[src/rtl/serial_pkg.sv]
// serial_pkg
// Shared definitions for the serial transmit/receive pair: the frame FSM
// state type and the line-level / frame-size constants. The matching
// receiver imports the same package so both ends agree on the framing.
package serial_pkg;

  typedef enum logic [1:0] {
    IDLE  = 2'd0,
    START = 2'd1,
    DATA  = 2'd2,
    STOP  = 2'd3
  } tx_state_t;

  localparam int   FRAME_BITS  = 10;
  localparam int   DATA_BITS   = 8;
  localparam logic START_LEVEL = 1'b0;
  localparam logic STOP_LEVEL  = 1'b1;
  localparam logic IDLE_LEVEL  = 1'b1;

endpackage

[src/rtl/serial_tx8bit_bit_timer.sv]
// bit_timer
// Divides the clock into serial bit cells of DIV cycles each. The count
// runs 0..DIV-1 and wraps on every bit boundary; with DIV=1 every cycle is
// a boundary. Shared between the transmitter and the receiver.
//
// Ports:
//   clk   - clock, rising edge
//   rst   - synchronous active-low reset
//   clear - restart the current bit cell (count back to 0)
//   tick  - high on the last cycle of each bit cell
module bit_timer #(
  parameter int DIV = 4
) (
  input  logic clk,
  input  logic rst,
  input  logic clear,
  output logic tick
);

  localparam logic [7:0] LAST = 8'(DIV - 1);

  logic [7:0] cnt;

  always_ff @(posedge clk) begin
    if (!rst || clear) begin
      cnt <= 8'd0;
    end else if (cnt == LAST) begin
      cnt <= 8'd0;
    end else begin
      cnt <= cnt + 8'd1;
    end
  end

  assign tick = (cnt == LAST);

endmodule

[src/rtl/serial_tx8bit.sv]
// serial_tx8bit
// Parallel-in, serial-out transmitter. Accepts a byte through a
// valid/ready handshake and sends it as start bit, 8 data bits, stop bit,
// each held for DIV clock cycles. done pulses for one cycle in the first
// idle cycle after a complete frame.
//
// Parameters:
//   DIV       - clock cycles per serial bit (1..255)
//   MSB_FIRST - 1: d[0] (the MSB of d[0:7]) goes first; 0: d[7] goes first
//
// Ports:
//   clk   - clock, rising edge
//   rst   - synchronous active-low reset
//   d     - byte to send, sampled only on accept
//   valid - byte on d is offered
//   ready - idle and able to accept
//   sout  - serial line, idles high
//   busy  - frame in progress
//   done  - one-cycle pulse when a frame has finished
module serial_tx8bit
  import serial_pkg::*;
#(
  parameter int DIV       = 4,
  parameter bit MSB_FIRST = 1'b1
) (
  input  logic       clk,
  input  logic       rst,
  input  logic [0:7] d,
  input  logic       valid,
  output logic       ready,
  output logic       sout,
  output logic       busy,
  output logic       done
);

  tx_state_t  state;
  tx_state_t  state_nxt;
  logic [0:7] shreg;
  logic [2:0] idx;
  logic       tick;
  logic       accept;
  logic       timer_clear;
  logic       done_q;

  // The timer is held at zero while idle so the start bit always gets a
  // full DIV cycles counted from the accept edge.
  assign timer_clear = (state == IDLE);

  bit_timer #(.DIV(DIV)) u_bit_timer (
    .clk  (clk),
    .rst  (rst),
    .clear(timer_clear),
    .tick (tick)
  );

  always_ff @(posedge clk) begin
    if (!rst) begin
      state <= IDLE;
    end else begin
      state <= state_nxt;
    end
  end

  always_comb begin
    state_nxt = state;
    sout      = IDLE_LEVEL;
    ready     = 1'b0;
    busy      = 1'b1;
    accept    = 1'b0;
    case (state)
      IDLE: begin
        ready = 1'b1;
        busy  = 1'b0;
        if (valid) begin
          accept    = 1'b1;
          state_nxt = START;
        end
      end
      START: begin
        sout = START_LEVEL;
        if (tick) state_nxt = DATA;
      end
      DATA: begin
        sout = MSB_FIRST ? shreg[0] : shreg[7];
        if (tick && (idx == 3'(DATA_BITS - 1))) state_nxt = STOP;
      end
      STOP: begin
        sout = STOP_LEVEL;
        if (tick) state_nxt = IDLE;
      end
      default: state_nxt = IDLE;
    endcase
  end

  // The outgoing bit always sits at one end of the shift register; the
  // register shifts toward that end once per bit cell.
  always_ff @(posedge clk) begin
    if (!rst) begin
      shreg  <= 8'h00;
      idx    <= 3'd0;
      done_q <= 1'b0;
    end else begin
      done_q <= (state == STOP) && tick;
      if (accept) begin
        shreg <= d;
        idx   <= 3'd0;
      end else if ((state == DATA) && tick) begin
        if (MSB_FIRST) begin
          shreg <= {shreg[1:7], 1'b0};
        end else begin
          shreg <= {1'b0, shreg[0:6]};
        end
        idx <= idx + 3'd1;
      end
    end
  end

  assign done = done_q;

endmodule
[config.mk]
export PLATFORM = sky130hd
export DESIGN_NAME = serial_tx8bit
export DESIGN_NICKNAME = d
export VERILOG_FILES = /design/src/rtl/serial_pkg.sv /design/src/rtl/serial_tx8bit_bit_timer.sv /design/src/rtl/serial_tx8bit.sv
export SDC_FILE = /design/constraint.sdc
export NUM_CORES = 1
export LEC_CHECK = 0
export BUFFER_PORTS_ARGS = -buffer_cell sky130_fd_sc_hd__buf_4
export CORE_UTILIZATION = 49
export CTS_BUF_LIST = sky130_fd_sc_hd__clkbuf_16
export DETAILED_ROUTE_END_ITERATION = 8
export PLACE_DENSITY = 0.81
export SETUP_SLACK_MARGIN = 0.2
export SLEW_MARGIN = 40
export SYNTH_ARGS = -nofsm -noshare
export SYNTH_HDL_FRONTEND = slang
export SYNTH_SLANG_ARGS = --single-unit
[constraint.sdc]
create_clock -name clk -period 1.4 [get_ports clk]
set_input_delay 0.35 -clock clk [delete_from_list [all_inputs] [get_ports clk]]
set_output_delay 0.35 -clock clk [all_outputs]
set_load 0.01 [all_outputs]
==> flow_summary.yaml <==
grt:
  grt-ovfl-total: 0
  grt_pass1_wl_microns: 4440
  antenna_found_initial: 0
  grtUsageTotal_pct: 25.1
  grt_start_max_net_pins: 17
  grt_pass1_vias: 974
clock_network:
  numCtsBuffers: 3
  root_buffer: "clkbuf_16"
  path_clk_slew_ps: 60
  cts_tree: "yes"
  clock_sinks: 22
  clk_path_buf_depth: 2
  ctsHoldBuffers: 0
  htreeDepth: 1
  clock_latency_ps: 260
outcome:
  violations: "negative setup slack"
  status: "finished, violations left"
synth:
  synth_area_sq_um: 1070
  netlist-cell-type-count: 28
  syn_inst: 115
  synth_nets: 134
  ys_seq_area_share_pct: 41.0
  ys.warnings.count: 0
  ys_ff_latch: 22
  avgSynthCellArea_sq_um: 9.35
die:
  dieWidth_microns: 48.8
  start_util_pct: 53.7
  coreArea_sq_um: 2000
  die_area_sq_um: 2380
  rows: 16
  pin_count: 15
  fp.dieH_microns: 48.8
setup_path:
  crit_fanout: 3
  crit_type: "reg -> out"
  arrival_ps: 1190
  cp-start-kind: "register"
  worstPathCellList: "inv_6 > ha_4 > mux2i_4 > buf_6"
  crit_family: "flip-flops"
  critPathSlowestCell: "dfxtp_4"
  cp_num_buf_inv: 2
  max_stage_delay_ps: 360
  end_kind: "output pin"
  worstPathRequired_ps: 1050
placed_design:
  hpwlAfterDp_microns: 1540
  gp_congestion: 0.720
  numPortBuffers: 14
timing:
  rsz0062_at_grt: "yes"
  relSlewSlack_pct: 76.5
  setup_viol: 24
  slew_violations: 0
  fmax_mhz: 650
  hold_viol: 0
  worstMarginPinSlew_ps: 349
  skew_ps: 2.25
  fin_ws_ps: -140
  fin_crit_sh_pct: 110
  period_minus_slack_ps: 1540
detailed_routing:
  vias: 966
  routed_wl_microns: 3120
  drt_iter0_markers: 25
  wl_per_cell_microns: 17.7
  vias_per_cell: 5.49
  drc: 0
  final_antenna_net_count: 0
  dr.pass1.iters: 4
final_layout:
  synthToLayoutAreaGrowth_pct: 58.2
  drive_above_1_share_pct: 53.7
  final_cell_mix: "buf_4, dfxtp_1, o21ai_0, a21oi_1, buf_6"
  final_common_cell: "buf_4"
  num-fill-cells: 99
  fin_util_pct: 84.9
  seq_area_sq_um: 448
  n_antenna_cell: 0
  multi_input_area_sq_um: 756
  final_nets: 170
worst_hold_path:
  hold_path_class: "in -> reg"
pwr:
  vdd_drop_max_v: 0.00145
  power_uw: 2790
  power_density_nw_per_um2: 1640
  power_leakage_uw: 0.000687
job:
  max_cap_violations: 0
-- layer usage --
metal	GRT usage [%]	wire [microns]	up-vias
li1	-	-	464
met1	25.8	1250	476
met2	49.8	1690	19
met3	2.18	90	7
met4	12.3	78	0
met5	0	0	-
-- cell usage after synthesis --
library cell / number / area (sq um)
o21ai_0: 8 / 40.0
buf_1: 1 / 3.75
a311oi_1: 1 / 8.76
a21oi_1: 12 / 60.1
a2bb2oi_1: 1 / 8.76
dfxtp_1: 22 / 440
a21oi_2: 1 / 8.76
nor3b_2: 1 / 12.5
and2_4: 1 / 8.76
nand3_2: 1 / 10.0
nor4_4: 1 / 21.3
xor2_1: 3 / 26.3
mux2i_1: 8 / 80.1
buf_2: 1 / 5.00
and3_1: 1 / 6.26
clkbuf_1: 1 / 3.75
a21o_2: 1 / 8.76
nor2_1: 5 / 18.8
nor2_2: 5 / 31.3
nor3_1: 2 / 10.0
inv_1: 7 / 26.3
nand3_1: 8 / 40.0
a21o_1: 1 / 7.51
or3_1: 2 / 12.5
nand2_1: 7 / 26.3
buf_6: 2 / 22.5
ha_1: 8 / 100
xnor2_1: 3 / 26.3
-- flip-flops by register name, summed over array words and instances, names as in the netlist --
| signal | count |
|---|---|
| shreg | 8 |
| idx | 3 |
| done | 1 |
| u_bit_timer.cnt | 8 |
| state | 2 |
-- final timing paths --
check                     start                  to  slack [ps]  cells past startpoint
max reg2reg  u_bit_timer.cnt[0]  u_bit_timer.cnt[5]        -130                      6
max                    state[0]                sout        -140                      4
min                        d[7]            shreg[7]         410                      3
min reg2reg              idx[2]              idx[2]         460                      2
-- stage by stage --
step / instance area [sq um] / setup WS [ps] / setup TNS, ps / std cells / hold slack (ps)
detailed placement: 1360 / -99.2 / -610 / 163 / 456
global placement: 1360 / -48.7 / -182 / 163 / 442
finish: 1700 / -140 / -2050 / 176 / 408
global route: 1700 / -171 / -2940 / 176 / 415
floorplan: 1160 / 5.86 / 0 / 115 / 431
CTS: 1620 / -142 / -1080 / 172 / 375
-- area by class of cell --
cell class | instances | area share (%)
multi-input combinational | 81 | 44.4
sequential | 22 | 26.3
timing repair buffer | 36 | 20.8
clock buffer | 3 | 4.42
inverter | 7 | 1.99
tap | 27 | 1.99
-- power breakdown --
group | internal, uW | switching, uW | leakage, uW
Clock | 378 | 225 | 0.0000370
Combinational | 700 | 637 | 0.000469
Sequential | 745 | 110 | 0.000181
-- what timing repair did --
action,4_1_cts,5_1_grt
cloned,1,0
buffers inserted,5,4
setup endpoints to repair,24,25
resized for setup,21,12
pin swaps,7,7
-- tightest hold or removal path, delay by kind of cell --
| kind | cells | cell delay, ps |
|---|---|---|
| compound gates | 1 | 70 |
| buf+inv | 1 | 110 |
| simple gates | 1 | 90 |
-- cell families after synthesis --
logic type	after synthesis	synth area share, %
AND/OR/NAND/NOR	34	18.4
AO/OA/AOI/OAI	25	13.3
XOR/XNOR	6	4.89
flip-flops	22	41.0
multiplexers	8	7.45
buffers and inverters	12	5.70
adder cells (fa/ha/maj)	8	9.31
(Power assumes the default switching activity.)
